File: src/rtl/rx_frame_ctrl.sv
// Serial receive framer: synchronizes the line, detects a start bit, samples
// DATA_BITS data bits LSB-first on bit-timer strobes and checks the stop bit.
module rx_frame_ctrl #(
    parameter int DATA_BITS = 8
) (
    input  logic                 clk,
    input  logic                 n_rst,
    input  logic                 serial_in,
    input  logic                 sample_strobe,
    input  logic                 data_read,
    output logic                 timer_clear,
    output logic                 timer_enable,
    output logic [DATA_BITS-1:0] rx_data,
    output logic                 data_ready,
    output logic                 framing_error,
    output logic                 overrun_error
);

    localparam int CNT_W = $clog2(DATA_BITS + 1);
    localparam logic [CNT_W-1:0] LAST_BIT = CNT_W'(DATA_BITS - 1);

    typedef enum logic [2:0] {
        IDLE,
        CLEAR,
        START_CHK,
        DATA,
        STOP
    } state_t;

    state_t               state_reg;
    state_t               state_next;
    logic                 sync1_reg;
    logic                 line_reg;
    logic                 line_prev_reg;
    logic [DATA_BITS-1:0] shift_reg;
    logic [DATA_BITS-1:0] shift_next;
    logic [CNT_W-1:0]     bit_cnt_reg;
    logic                 start_edge;
    logic                 good_load;
    logic                 bad_stop;

    assign start_edge = line_prev_reg & ~line_reg;
    assign good_load  = (state_reg == STOP) && sample_strobe && line_reg;
    assign bad_stop   = (state_reg == STOP) && sample_strobe && !line_reg;

    // New bit enters at the MSB so the first-received bit ends up at bit 0.
    generate
        if (DATA_BITS == 1) begin : g_shift_one
            assign shift_next = line_reg;
        end else begin : g_shift_many
            assign shift_next = {line_reg, shift_reg[DATA_BITS-1:1]};
        end
    endgenerate

    always_ff @(posedge clk or negedge n_rst) begin
        if (!n_rst) begin
            state_reg     <= IDLE;
            sync1_reg     <= 1'b1;
            line_reg      <= 1'b1;
            line_prev_reg <= 1'b1;
        end else begin
            state_reg     <= state_next;
            sync1_reg     <= serial_in;
            line_reg      <= sync1_reg;
            line_prev_reg <= line_reg;
        end
    end

    always_comb begin
        state_next   = state_reg;
        timer_clear  = 1'b0;
        timer_enable = 1'b0;
        case (state_reg)
            IDLE: begin
                if (start_edge) state_next = CLEAR;
            end
            CLEAR: begin
                timer_clear = 1'b1;
                state_next  = START_CHK;
            end
            START_CHK: begin
                timer_enable = 1'b1;
                if (sample_strobe) state_next = line_reg ? IDLE : DATA;
            end
            DATA: begin
                timer_enable = 1'b1;
                if (sample_strobe && (bit_cnt_reg == LAST_BIT)) state_next = STOP;
            end
            STOP: begin
                timer_enable = 1'b1;
                if (sample_strobe) state_next = IDLE;
            end
            default: state_next = IDLE;
        endcase
    end

    always_ff @(posedge clk or negedge n_rst) begin
        if (!n_rst) begin
            shift_reg     <= '0;
            bit_cnt_reg   <= '0;
            rx_data       <= '0;
            data_ready    <= 1'b0;
            framing_error <= 1'b0;
            overrun_error <= 1'b0;
        end else begin
            if ((state_reg == START_CHK) && sample_strobe && !line_reg) begin
                framing_error <= 1'b0;
                bit_cnt_reg   <= '0;
            end
            if ((state_reg == DATA) && sample_strobe) begin
                shift_reg   <= shift_next;
                bit_cnt_reg <= bit_cnt_reg + 1'b1;
            end
            // A load coinciding with a read wins over the read and never overruns.
            if (good_load) begin
                rx_data    <= shift_reg;
                data_ready <= 1'b1;
                if (data_read) begin
                    overrun_error <= 1'b0;
                end else if (data_ready) begin
                    overrun_error <= 1'b1;
                end
            end else if (data_read) begin
                data_ready    <= 1'b0;
                overrun_error <= 1'b0;
            end
            if (bad_stop) framing_error <= 1'b1;
        end
    end

endmodule

File: config.mk
export PLATFORM = sky130hd
export DESIGN_NAME = rx_frame_ctrl
export DESIGN_NICKNAME = d
export VERILOG_FILES = /design/src/rtl/rx_frame_ctrl.sv
export SDC_FILE = /design/constraint.sdc
export NUM_CORES = 1
export LEC_CHECK = 0
export BUFFER_PORTS_ARGS = -buffer_cell sky130_fd_sc_hd__buf_2
export CAP_MARGIN = 20
export CORE_ASPECT_RATIO = 0.6
export CORE_UTILIZATION = 40
export CTS_BUF_LIST = sky130_fd_sc_hd__clkbuf_4
export DETAILED_ROUTE_END_ITERATION = 7
export PLACE_DENSITY = 0.56
export SLEW_MARGIN = 40
export SYNTH_ARGS = -nofsm -noshare
export SYNTH_HDL_FRONTEND = slang
export SYNTH_SLANG_ARGS = --single-unit
File: constraint.sdc
create_clock -name clk -period 2.18 [get_ports clk]
set_input_delay 0.109 -clock clk [delete_from_list [all_inputs] [get_ports clk]]
set_output_delay 0.109 -clock clk [all_outputs]
set_load 0.05 [all_outputs]
==> flow_summary.ini <==
[grt]
globalRoute.totalOverflow = 0
antenna_found_initial = 0
grt_max_degree = 30
grt_usage_pct = 14.05
grt_pass1_vias = 664
grt_pass1_wl_microns = 3263

[placed_design]
io_buffers = 17
dp.cells = 143
dp_hpwl_microns = 1406
place.gp.congestion = 0.7413

[floorplanning]
rows = 15
ios = 18
initial_core_util_pct = 43.10
dieWidth_microns = 74.74
dieArea_sq_um = 3412
die_h_microns = 45.65
coreArea_sq_um = 2947

[critical_path]
reg2reg_from = state_reg[0]$_DFFE_PN0P_
required_ns = 2.07
crit_type = reg2out
worstPathArrival_ns = 1.53
worstSetupStartpointType = flop
cp-startpoint = state_reg[1]$_DFFE_PN0P_
cp_max_fo = 7
cp-end-kind = output pin

[status]
status = completed

[yosys]
yosys_register_bits = 29
postSynthAreaPerCell_sq_um = 14.60
async_flop_share_pct = 100.0
synth.distinct_cells = 32
synth_edf_count = 0
synth_cells = 87
ys_warn_count = 0
synth_nets = 93
seq_area_frac_synth_pct = 57.44
syn_area_sq_um = 1270
synthFlopType = dfrtp_1

[drt]
ant_nets = 0
drc = 0
wirelength_microns = 2046
drt-vias-per-instance = 4.955
drt-initial-drc-count = 58
wl_per_cell_microns = 13.29
routed-via-count = 763
first_pass_iters = 4

[sta]
min_period_over_period_pct = 75.19
maxSlewViolCount = 0
fin_worst_skew_ns = 0.005159
setup_viol = 0
worstMarginPinSlew_ns = 0.6261
relSlewSlack_pct = 58.26
fin_tns_setup_ns = 0
rsz0062_at_grt = false
max_freq_mhz = 610.1
hold_violations = 0
post-route-min-period_ns = 1.639

[run]
drv_cap = 0

[finish]
n_antenna_cell = 0
num-fill-cells = 274
drive_above_1_share_pct = 46.43
fin_cells = 154
fin_util_pct = 49.30
final_nets = 117
syn_to_final_growth_pct = 14.38
final_common_cell = dfrtp_1
layout_common_cells = dfrtp_1, buf_2, mux2_2

[cts]
cts_buffers = 5
htree_levels = 2
cts_max_path_buffers = 2
clockRootBuffer = clkbuf_4
cts_tree = done
postCtsResizedCells = 0
cts.clk_slew.worst_paths_ns = 0.09
clkLatencyLatePin_ns = 0.31
clkSinkCount = 29

[min_path]
hp-class = in2reg
min_from = sample_strobe

[power]
power_density_nw_per_um2 = 1247
p_leak_uw = 0.0007224
ir_drop_mv = 0.5139
power by group:
part / total, uW / internal, uW / leakage (uW) / switching [uW]
clock network: 312 / 135 / 0.0000354 / 177
registers: 833 / 688 / 0.000374 / 145
logic: 667 / 279 / 0.000313 / 387
total: 1810 / 1100 / 0.000722 / 710
synth_stat cells (all sizes together) (2+ instances only):
master,count,area [sq um]
dfrtp,26,650.6
mux2,17,221.5
buf,4,47.54
inv,4,15.01
nor3b,4,41.29
a21o,3,23.77
a22o,3,27.53
dfstp,3,78.83
nand3,3,15.01
a31oi,2,12.51
nor2,2,7.510
o21ai,2,10.01
routing by layer:
| layer | vias up | part of all wire (%) | global-route usage [%] | wire length, microns |
|---|---|---|---|---|
| met2 | 24 | 35 | 16.04 | 726 |
| met4 | 0 | 1.4 | 5.660 | 29 |
| li1 | 364 | - | - | - |
| met1 | 371 | 58 | 21.92 | 1183 |
| met3 | 4 | 5.2 | 6.195 | 107 |
| met5 | - | 0 | 0 | 0 |
final timing paths:
check                                        endpoint  slack (ns)  cells past startpoint
max                                      timer_enable        0.54                      3
min                        bit_cnt_reg[2]$_DFFE_PN0P_        0.19                      3
max reg2reg                    rx_data[4]$_DFFE_PN0P_        0.64                      3
min reg2reg                        line_reg$_DFF_PN1_        0.36                      0
max in group asynchronous    shift_reg[6]$_DFFE_PN0P_        1.43                      2
min in group asynchronous    state_reg[1]$_DFFE_PN0P_        0.34                      2
cell families after synthesis:
logic type               Yosys count  share of synthesized area, %
AO/OA/AOI/OAI                     15                         9.262
XOR/XNOR                           1                        0.6898
flip-flops                        29                         57.44
buffers and inverters              8                         4.925
AND/OR/NAND/NOR                   16                         9.262
multiplexers                      17                         17.44
adder cells (fa/ha/maj)            1                        0.9851
final cells by class:
cell class	count	area, sq um	share of cell area [%]
sequential	29	729.5	50.22
multi-input combinational	50	478.0	32.90
timing repair buffer	21	122.6	8.441
tap	42	52.55	3.618
clock buffer	6	45.04	3.101
inverter	4	15.01	1.034
clock inverter	2	10.01	0.6891
worst max-delay path, stage by stage, from the launching register on:
cell and delay, ns:
dfrtp_1 0.48, and2b_4 0.24, or2_2 0.28, buf_2 0.21
per-stage QoR:
step	power [uW]	instance area [sq um]	setup slack [ns]	hold WS, ns
floorplan	1375	1270	0.2942	-0.1866
global placement	1500	1368	0.6848	0.1609
detailed placement	1507	1368	0.6569	0.1648
CTS	1829	1453	0.5282	0.1758
global route	1924	1453	0.4560	0.1909
finish	1812	1453	0.5408	0.1914
what timing repair did:
item,in CTS,in global routing
hold buffers,3,0
setup buffers,0,0
endpoints found under the setup margin,0,0
hold endpoints to repair,28,0
Power figures use the tool's default switching activity.
